<file path="src/rtl/seq_int_divider_16_if.sv">
// seq_int_divider_16_if: operand and result stream channels of the sequential divider
interface seq_int_divider_16_if #(parameter int WIDTH = 16);
  logic               s_axis_dividend_tvalid;
  logic               s_axis_dividend_tready;
  logic [WIDTH-1:0]   s_axis_dividend_tdata;
  logic               s_axis_divisor_tvalid;
  logic               s_axis_divisor_tready;
  logic [WIDTH-1:0]   s_axis_divisor_tdata;
  logic               m_axis_dout_tvalid;
  logic               m_axis_dout_tready;
  logic [2*WIDTH-1:0] m_axis_dout_tdata;
  logic               m_axis_dout_tuser;
  modport master (
    output s_axis_dividend_tvalid, s_axis_dividend_tdata,
    output s_axis_divisor_tvalid, s_axis_divisor_tdata, m_axis_dout_tready,
    input  s_axis_dividend_tready, s_axis_divisor_tready,
    input  m_axis_dout_tvalid, m_axis_dout_tdata, m_axis_dout_tuser
  );
  modport slave (
    input  s_axis_dividend_tvalid, s_axis_dividend_tdata,
    input  s_axis_divisor_tvalid, s_axis_divisor_tdata, m_axis_dout_tready,
    output s_axis_dividend_tready, s_axis_divisor_tready,
    output m_axis_dout_tvalid, m_axis_dout_tdata, m_axis_dout_tuser
  );
endinterface

</file>
<file path="src/rtl/seq_int_divider_16.sv">
// seq_int_divider_16: radix-2 restoring unsigned divider, one quotient bit per clock
module seq_int_divider_16 #(parameter int WIDTH = 16) (
  input logic clk,
  input logic rst,
  seq_int_divider_16_if.slave bus
);
  localparam int CW = $clog2(WIDTH);
  typedef enum logic [1:0] {IDLE, CALC, DONE} state_t;
  state_t state;
  logic [WIDTH-1:0] q, r, d;
  logic [WIDTH:0] r_sh;
  logic [CW-1:0] cnt;
  logic ready, valid, dz, ge;
  // remainder never exceeds the divisor, so only the shifted value needs the extra bit
  assign r_sh = {r, q[WIDTH-1]};
  assign ge = r_sh >= {1'b0, d};
  assign bus.s_axis_dividend_tready = ready;
  assign bus.s_axis_divisor_tready = ready;
  assign bus.m_axis_dout_tvalid = valid;
  assign bus.m_axis_dout_tdata = {q, r};
  assign bus.m_axis_dout_tuser = dz;
  always_ff @(posedge clk) begin
    if (rst) begin
      state <= IDLE;
      ready <= 1'b0;
      valid <= 1'b0;
      q <= '0;
      r <= '0;
      d <= '0;
      cnt <= '0;
      dz <= 1'b0;
    end else begin
      case (state)
        IDLE: begin
          ready <= 1'b1;
          if (ready && bus.s_axis_dividend_tvalid && bus.s_axis_divisor_tvalid) begin
            state <= CALC;
            ready <= 1'b0;
            q <= bus.s_axis_dividend_tdata;
            r <= '0;
            d <= bus.s_axis_divisor_tdata;
            dz <= bus.s_axis_divisor_tdata == '0;
            cnt <= '0;
          end
        end
        CALC: begin
          q <= {q[WIDTH-2:0], ge};
          r <= ge ? r_sh[WIDTH-1:0] - d : r_sh[WIDTH-1:0];
          cnt <= cnt + 1'b1;
          if (cnt == CW'(WIDTH - 1)) begin
            state <= DONE;
            valid <= 1'b1;
          end
        end
        DONE: begin
          if (bus.m_axis_dout_tready) begin
            state <= IDLE;
            valid <= 1'b0;
            ready <= 1'b1;
          end
        end
        default: state <= IDLE;
      endcase
    end
  end
endmodule
</file>
<file path="src/flat_wrapper.sv">
// flat-port wrapper written by rule: the top's interface ports become plain ports
module seq_int_divider_16_flat 
#(parameter int WIDTH = 16)
  (clk, rst, bus_s_axis_dividend_tvalid, bus_s_axis_dividend_tdata, bus_s_axis_divisor_tvalid, bus_s_axis_divisor_tdata, bus_m_axis_dout_tready, bus_s_axis_dividend_tready, bus_s_axis_divisor_tready, bus_m_axis_dout_tvalid, bus_m_axis_dout_tdata, bus_m_axis_dout_tuser);
  seq_int_divider_16_if #(.WIDTH(WIDTH)) bus_i ();
  input logic clk;
  input logic rst;
  input wire logic [$bits(bus_i.s_axis_dividend_tvalid)-1:0] bus_s_axis_dividend_tvalid;
  input wire logic [$bits(bus_i.s_axis_dividend_tdata)-1:0] bus_s_axis_dividend_tdata;
  input wire logic [$bits(bus_i.s_axis_divisor_tvalid)-1:0] bus_s_axis_divisor_tvalid;
  input wire logic [$bits(bus_i.s_axis_divisor_tdata)-1:0] bus_s_axis_divisor_tdata;
  input wire logic [$bits(bus_i.m_axis_dout_tready)-1:0] bus_m_axis_dout_tready;
  output wire logic [$bits(bus_i.s_axis_dividend_tready)-1:0] bus_s_axis_dividend_tready;
  output wire logic [$bits(bus_i.s_axis_divisor_tready)-1:0] bus_s_axis_divisor_tready;
  output wire logic [$bits(bus_i.m_axis_dout_tvalid)-1:0] bus_m_axis_dout_tvalid;
  output wire logic [$bits(bus_i.m_axis_dout_tdata)-1:0] bus_m_axis_dout_tdata;
  output wire logic [$bits(bus_i.m_axis_dout_tuser)-1:0] bus_m_axis_dout_tuser;
  assign bus_i.s_axis_dividend_tvalid = bus_s_axis_dividend_tvalid;
  assign bus_i.s_axis_dividend_tdata = bus_s_axis_dividend_tdata;
  assign bus_i.s_axis_divisor_tvalid = bus_s_axis_divisor_tvalid;
  assign bus_i.s_axis_divisor_tdata = bus_s_axis_divisor_tdata;
  assign bus_i.m_axis_dout_tready = bus_m_axis_dout_tready;
  assign bus_s_axis_dividend_tready = bus_i.s_axis_dividend_tready;
  assign bus_s_axis_divisor_tready = bus_i.s_axis_divisor_tready;
  assign bus_m_axis_dout_tvalid = bus_i.m_axis_dout_tvalid;
  assign bus_m_axis_dout_tdata = bus_i.m_axis_dout_tdata;
  assign bus_m_axis_dout_tuser = bus_i.m_axis_dout_tuser;
  seq_int_divider_16 #(.WIDTH(WIDTH)) u_core (.clk(clk), .rst(rst), .bus(bus_i));
endmodule
</file>
<file path="config.mk">
export PLATFORM = sky130hd
export DESIGN_NAME = seq_int_divider_16_flat
export DESIGN_NICKNAME = d
export VERILOG_FILES = /design/src/rtl/seq_int_divider_16_if.sv /design/src/rtl/seq_int_divider_16.sv /design/src/flat_wrapper.sv
export SDC_FILE = /design/constraint.sdc
export NUM_CORES = 1
export LEC_CHECK = 0
export CELL_PAD_IN_SITES_DETAIL_PLACEMENT = 0
export CELL_PAD_IN_SITES_GLOBAL_PLACEMENT = 1
export CORE_MARGIN = 2
export CORE_UTILIZATION = 37
export DETAILED_ROUTE_END_ITERATION = 16
export GPL_TIMING_DRIVEN = 0
export PLACE_DENSITY_LB_ADDON = 0.15
export REMOVE_ABC_BUFFERS = 1
export SETUP_SLACK_MARGIN = 0.05
export SYNTH_ARGS = -nofsm -noshare
export SYNTH_HDL_FRONTEND = slang
export SYNTH_SLANG_ARGS = --single-unit
</file>
<file path="constraint.sdc">
create_clock -name clk -period 2.5 [get_ports clk]
set_clock_uncertainty 0.2 [all_clocks]
set_input_delay 0.25 -clock clk [delete_from_list [all_inputs] [get_ports clk]]
set_output_delay 0.25 -clock clk [all_outputs]
set_load 0.005 [all_outputs]
</file>
# After elaboration in Yosys (flattened, before gate mapping)
# Index checks and enable logic that the tools add are counted.
# word_totals
input_bits	37
output_inout_bits	36
register_bits	57
word_cells	46
# classes
eq_ne	6
order_cmp	1
n_addsub	2
n_reduce_logical	12
n_mux	17
# op_table
op	count
16-bit one-hot mux with 2 select lines	2
16-bit 2-to-1 mux	3
17-bit by 16-bit greater-or-equal comparator with 1-bit output	1
16-bit logical NOT	1
16-bit subtractor	1
4-bit one-hot mux with 2 select lines	1
2-bit 2-to-1 mux	3
2-bit one-hot mux with 3 select lines	1
2-bit AND reduction	3
3-bit AND reduction	2
2-bit nonzero test	3
4-bit by 1-bit adder with 4-bit output, second input constant	1
4-bit == test, second input constant	1
1-bit 2-to-1 mux	4
4-bit 2-to-1 mux	1
2-bit by 1-bit != test with 1-bit output, second input constant	2
1-bit one-hot mux with 2 select lines	2
2-bit by 1-bit == test with 1-bit output, second input constant	1
2-bit == test, second input constant	1
1-bit logical AND	2
2-bit logical NOT	1
2-bit != test, second input constant	1

# Longest topological paths before layout
# logic_depth
ltp_word	4
depth_mapped	10

# Least setup slack after synthesis
# OpenSTA, ideal clock, no wires.
# synth_path
kind	register -> register
startpoint	register u_core.q[15]
endpoint	register u_core.r[14]
slack_ns	0.261
arrival_ns	1.915
setup_ns	0.124
required_time_ns	2.176
stages_incl_launch_ff	10
cell_sequence	dfxtp_1 > inv_1 > ha_1 > fa_1 > nand2b_1 > a211oi_1 > o311ai_1 > a21oi_1 > xnor2_1 > o21ai_1
# synth_between
elab_chain_len	3
# synth_rtl
item	line_no	source
start: declaration	seq_int_divider_16.sv:10	logic [WIDTH-1:0] q, r, d;
start signal: assignment	seq_int_divider_16.sv:39	q <= bus.s_axis_dividend_tdata;
start signal: assignment	seq_int_divider_16.sv:47	q <= {q[WIDTH-2:0], ge};
16-bit subtractor or 17-bit by 16-bit greater-or-equal comparator with 1-bit output (tied branches)	seq_int_divider_16.sv:48, seq_int_divider_16.sv:16	
16-bit 2-to-1 mux (*)	seq_int_divider_16.sv:48	r <= ge ? r_sh[WIDTH-1:0] - d : r_sh[WIDTH-1:0];
16-bit one-hot mux with 2 select lines (*)	seq_int_divider_16.sv:33	case (state)
end signal: assignment	seq_int_divider_16.sv:48	
end: declaration	seq_int_divider_16.sv:10	
# Every way passes the cells marked *; elsewhere a longest branch is shown, timed or not.
# A chain may end at the register's enable or synchronous reset.

# Worst setup path after layout
# layout_path
startpoint	register u_core.r[4]
endpoint	register u_core.r[4]
# layout_between
elab_chain_len	3
# layout_rtl
item	line_no	source
17-bit by 16-bit greater-or-equal comparator with 1-bit output	seq_int_divider_16.sv:16	assign ge = r_sh >= {1'b0, d};
16-bit 2-to-1 mux	seq_int_divider_16.sv:48	
16-bit one-hot mux with 2 select lines	seq_int_divider_16.sv:33	
# Every way passes these cells.

==> parameters.txt <==
Parameter                              Value

Placement
  Routability cong. ... 0.798
  Estimated wirelength of the detail-placed design ... 6.47 mm
  Number of port buffers ... 72
  Worst slack after detailed placement ... -0.692 ns

Power and ir drop
  Maximum vdd ir drop ... 0.000230 V
  Internal power contribution ... 2.04 mW
  Part of the total power dissipated in combinational logic ... 37.0%
  Power Density ... 690 nW/um2
  Lkg Pwr ... 1.70 nW
  Proportion of total power due to net switching ... 35.2%
  Net Sw Power ... 1.11 mW
  Portion of total power attributed to the clock network ... 31.1%
  Sequential share of power ... 31.9%

Floorplan
  Die area ... 9880 um2
  Y dimension of the die ... 99.4 um
  Starting density of the core ... 38.4%
  Die Width ... 99.4 um
  Placement Rows ... 34
  Core Box Area ... 8760 um2
  Number of ports placed on the die boundary ... 73

Worst setup path
  WP data arrival ... 2.40 ns
  Internal reg-to-reg setup slack ... 0.12 ns
  Crit path capture type ... register
  Slowest library cell on the worst path ... sky130_fd_sc_hd__ha_1
  CP dominant cell by count ... sky130_fd_sc_hd__o211ai_2
  Cell breakdown of the critical path ... ha_1, or3_1, nor3b_1, o211ai_2, nand3_4, buf_4, o211ai_1, o211ai_2
  CP Class ... register to register
  Maximum fanout along the worst path ... 7
  Kind of start point of the critical path ... register
  Required time of the critical path ... 2.52 ns
  Slowest stage delay, CP ... 0.38 ns

Synth
  Post-synthesis cell type with the largest combined area ... sky130_fd_sc_hd__dfxtp_1
  Dominant register cell in the synthesized netlist ... sky130_fd_sc_hd__dfxtp_1
  Post-synthesis register bit count ... 57
  Cell types with the largest area share after synthesis ... sky130_fd_sc_hd__dfxtp_1 (34%), sky130_fd_sc_hd__nand2_1 (12%), sky130_fd_sc_hd__a21oi_1 (6.4%)
  Post-synth ARST share ... 0%
  Fraction of synthesized cell area taken by the top area cell type ... 33.9%
  Cells after Synth ... 447
  Number of warning messages in the yosys log ... 0
  Number of synthesized flops with an enable pin ... 0
  Sequential-to-total area share from yosys stat ... 33.9%
  Cell area after synthesis ... 3370 um2
  Synthesized area divided by synthesized cell count ... 7.53 um2
  Distinct cells, synth ... 48

Global routing
  Maximum number of pins on one net before global-route repair ... 47
  First-pass GRT wire length ... 15.9 mm
  Global Route Usage Sum ... 20.1%
  Number of global-route vias before repair ... 3267
  GR Overflow Total ... 0
  Number of antenna violations at the first check in global routing ... 0

STA
  Portion of the clock cycle consumed by the worst path in the final layout ... 95.0%
  Slew Limit Fails ... 0
  Final Hold Vio Count ... 0
  Fmax ... 421 MHz
  Final hold slack ... 0.255 ns
  Finish-stage setup viols ... 0
  Worst slew margin relative to its limit ... 38.8%
  Final critical delay including setup and external delays ... 2.38 ns
  Total negative slack for setup checks ... 0 ns
  Worst setup slack after layout ... 0.124 ns
  Worst-Margin Slew ... 0.918 ns
  Unrepaired setup endpoints after global routing ... true

Clock network
  Clock Root Buffer ... sky130_fd_sc_hd__clkbuf_8
  Clock H-tree levels ... 3
  Sinks on Clock Net ... 57
  CTS tree ... yes
  Clock latency on the worst-skew pair ... 0.35 ns
  Clk pin slew, worst setup/hold paths ... 0.07 ns
  Number of buffers inserted during clock tree synthesis ... 9
  Maximum buffer depth of the clock tree ... 2
  Hold buffers post-CTS ... 0

Min path
  Path category of the worst min-delay check ... register to register

Routing
  Sum of routed wire length over all layers ... 9.43 mm
  Via density per instance ... 5.45
  Number of DRC violations after detailed-routing iteration 0 ... 121
  Wire length per cell after detailed routing ... 15.0 um
  DR pass1 iterations ... 5
  Residual DRC count ... 0
  Vias ... 3420
  Antenna-violating nets left ... 0

Final layout
  Count of inserted antenna diode cells ... 0
  Layout area overhead ... 35.5%
  Layout cell share with drive strength beyond 1 ... 11.6%
  Nets@finish ... 569
  Multi-input logic area ... 2160 um2
  Filler cell count in the final layout ... 878
  Area occupied by registers ... 1140 um2
  Most frequent cells in the layout ... sky130_fd_sc_hd__nand2_1 (105), sky130_fd_sc_hd__clkdlybuf4s50_1 (71), sky130_fd_sc_hd__dfxtp_1 (56)
  Most common library cell in the layout ignoring fill and taps ... sky130_fd_sc_hd__nand2_1

Flow run
  # Max-Cap Violations ... 0

Outcome
  Result of the run ... completed
==> worst max-delay path, delay by kind of cell (launching register included) <==
kind / cells / cell delay (ns)
flip-flops: 1 / 0.35
buffers and inverters: 1 / 0.20
AO/OA/AOI/OAI: 3 / 0.42
adder cells (fa/ha/maj): 1 / 0.38
AND/OR/NAND/NOR: 3 / 0.69
==> cells in the mapped netlist (2+ instances only) <==
cell	count
sky130_fd_sc_hd__nand2_1	106
sky130_fd_sc_hd__dfxtp_1	57
sky130_fd_sc_hd__a21oi_1	43
sky130_fd_sc_hd__nor2_1	41
sky130_fd_sc_hd__inv_1	19
sky130_fd_sc_hd__clkbuf_1	18
sky130_fd_sc_hd__ha_1	17
sky130_fd_sc_hd__a311oi_1	16
sky130_fd_sc_hd__o21ai_1	12
sky130_fd_sc_hd__o211ai_2	11
sky130_fd_sc_hd__nor3_1	10
sky130_fd_sc_hd__o211ai_1	9
sky130_fd_sc_hd__nand2b_1	8
sky130_fd_sc_hd__a211oi_1	5
sky130_fd_sc_hd__a21o_1	5
sky130_fd_sc_hd__buf_2	5
sky130_fd_sc_hd__nand4_1	5
sky130_fd_sc_hd__o31a_1	5
sky130_fd_sc_hd__xnor2_1	5
sky130_fd_sc_hd__nor2b_1	4
sky130_fd_sc_hd__nor4_1	4
sky130_fd_sc_hd__o21ai_0	4
sky130_fd_sc_hd__xor2_1	4
sky130_fd_sc_hd__and2_1	3
sky130_fd_sc_hd__nand3_1	3
sky130_fd_sc_hd__a311o_1	2
sky130_fd_sc_hd__a31oi_1	2
sky130_fd_sc_hd__and3_1	2
sky130_fd_sc_hd__o2111ai_1	2
sky130_fd_sc_hd__o31ai_1	2
==> power by group through the flow <==
stage / sequential [mW] / clock, mW / combinational, mW
global placement: 1.02 / 0 / 0.943
floorplan: 1.02 / 0 / 0.598
finish: 1.00 / 0.978 / 1.17
global route: 1.01 / 1.05 / 1.28
CTS: 1.00 / 1.00 / 1.10
detailed placement: 1.02 / 0 / 0.953
==> cell families (layout without fill, tap and decap cells) <==
kind of cell	count (synthesis)	after routing	synth area share [%]
AO/OA/AOI/OAI	123	124	25.7
XOR/XNOR	9	9	2.34
adder cells (fa/ha/maj)	18	18	6.91
buffers and inverters	45	116	5.54
flip-flops	57	57	33.9
multiplexers	1	1	0.297
AND/OR/NAND/NOR	194	194	25.3
==> registers in the layout, indices dropped and copies added (netlist names) <==
name / flops
u_core.bus.m_axis_dout_tuser: 1
u_core.bus.m_axis_dout_tvalid: 1
u_core.bus.s_axis_dividend_tready: 1
u_core.cnt: 4
u_core.d: 16
u_core.q: 16
u_core.r: 16
u_core.state: 2
==> metrics by stage <==
step / utilization, % / std cells / total power, mW / area, um2
2_1_floorplan: - / 421 / 1.61 / 3250
3_3_place_gp: 46.9 / 601 / 1.96 / 4110
6_report: 52.0 / 627 / 3.15 / 4560
5_1_grt: 52.0 / 627 / 3.34 / 4560
4_1_cts: 50.5 / 623 / 3.10 / 4420
3_5_place_dp: 47.2 / 603 / 1.97 / 4140
==> repair_timing <==
item / CTS / global route
resized for setup: 11 / 16
gates cloned: 1 / 0
pin swaps: 4 / 4
setup endpoints to repair: 20 / 17
buffers inserted: 3 / 4
endpoints found under the hold margin: 0 / 0
==> layout make-up <==
class	instances	share of cell area, %
Clock buffer	9	2.72
Clock inverter	7	2.09
Sequential cell	57	25.0
Inverter	19	1.56
Tap cell	108	2.96
Multi-Input combinational cell	346	47.3
Timing Repair Buffer	81	18.3
==> final timing paths <==
| kind | start | end | cells past startpoint |
|---|---|---|---|
| worst max-delay path | u_core.r[4]$_SDFFE_PP0P_ | u_core.r[4]$_SDFFE_PP0P_ | 8 |
| worst min-delay path | u_core.d[3]$_SDFFE_PP0P_ | u_core.d[3]$_SDFFE_PP0P_ | 2 |
| worst max register to register | u_core.r[4]$_SDFFE_PP0P_ | u_core.r[4]$_SDFFE_PP0P_ | 8 |
| worst min register to register | u_core.d[3]$_SDFFE_PP0P_ | u_core.d[3]$_SDFFE_PP0P_ | 2 |
==> metal layers <==
metal / global-route usage [%] / vias up / part of all wire [%]
met5: 0 / - / 0
met4: 7.90 / 0 / 1.6
met3: 4.85 / 13 / 5.4
met2: 32.7 / 83 / 46
met1: 25.8 / 1595 / 47
li1: - / 1729 / -
Power figures use the tool's default switching activity.
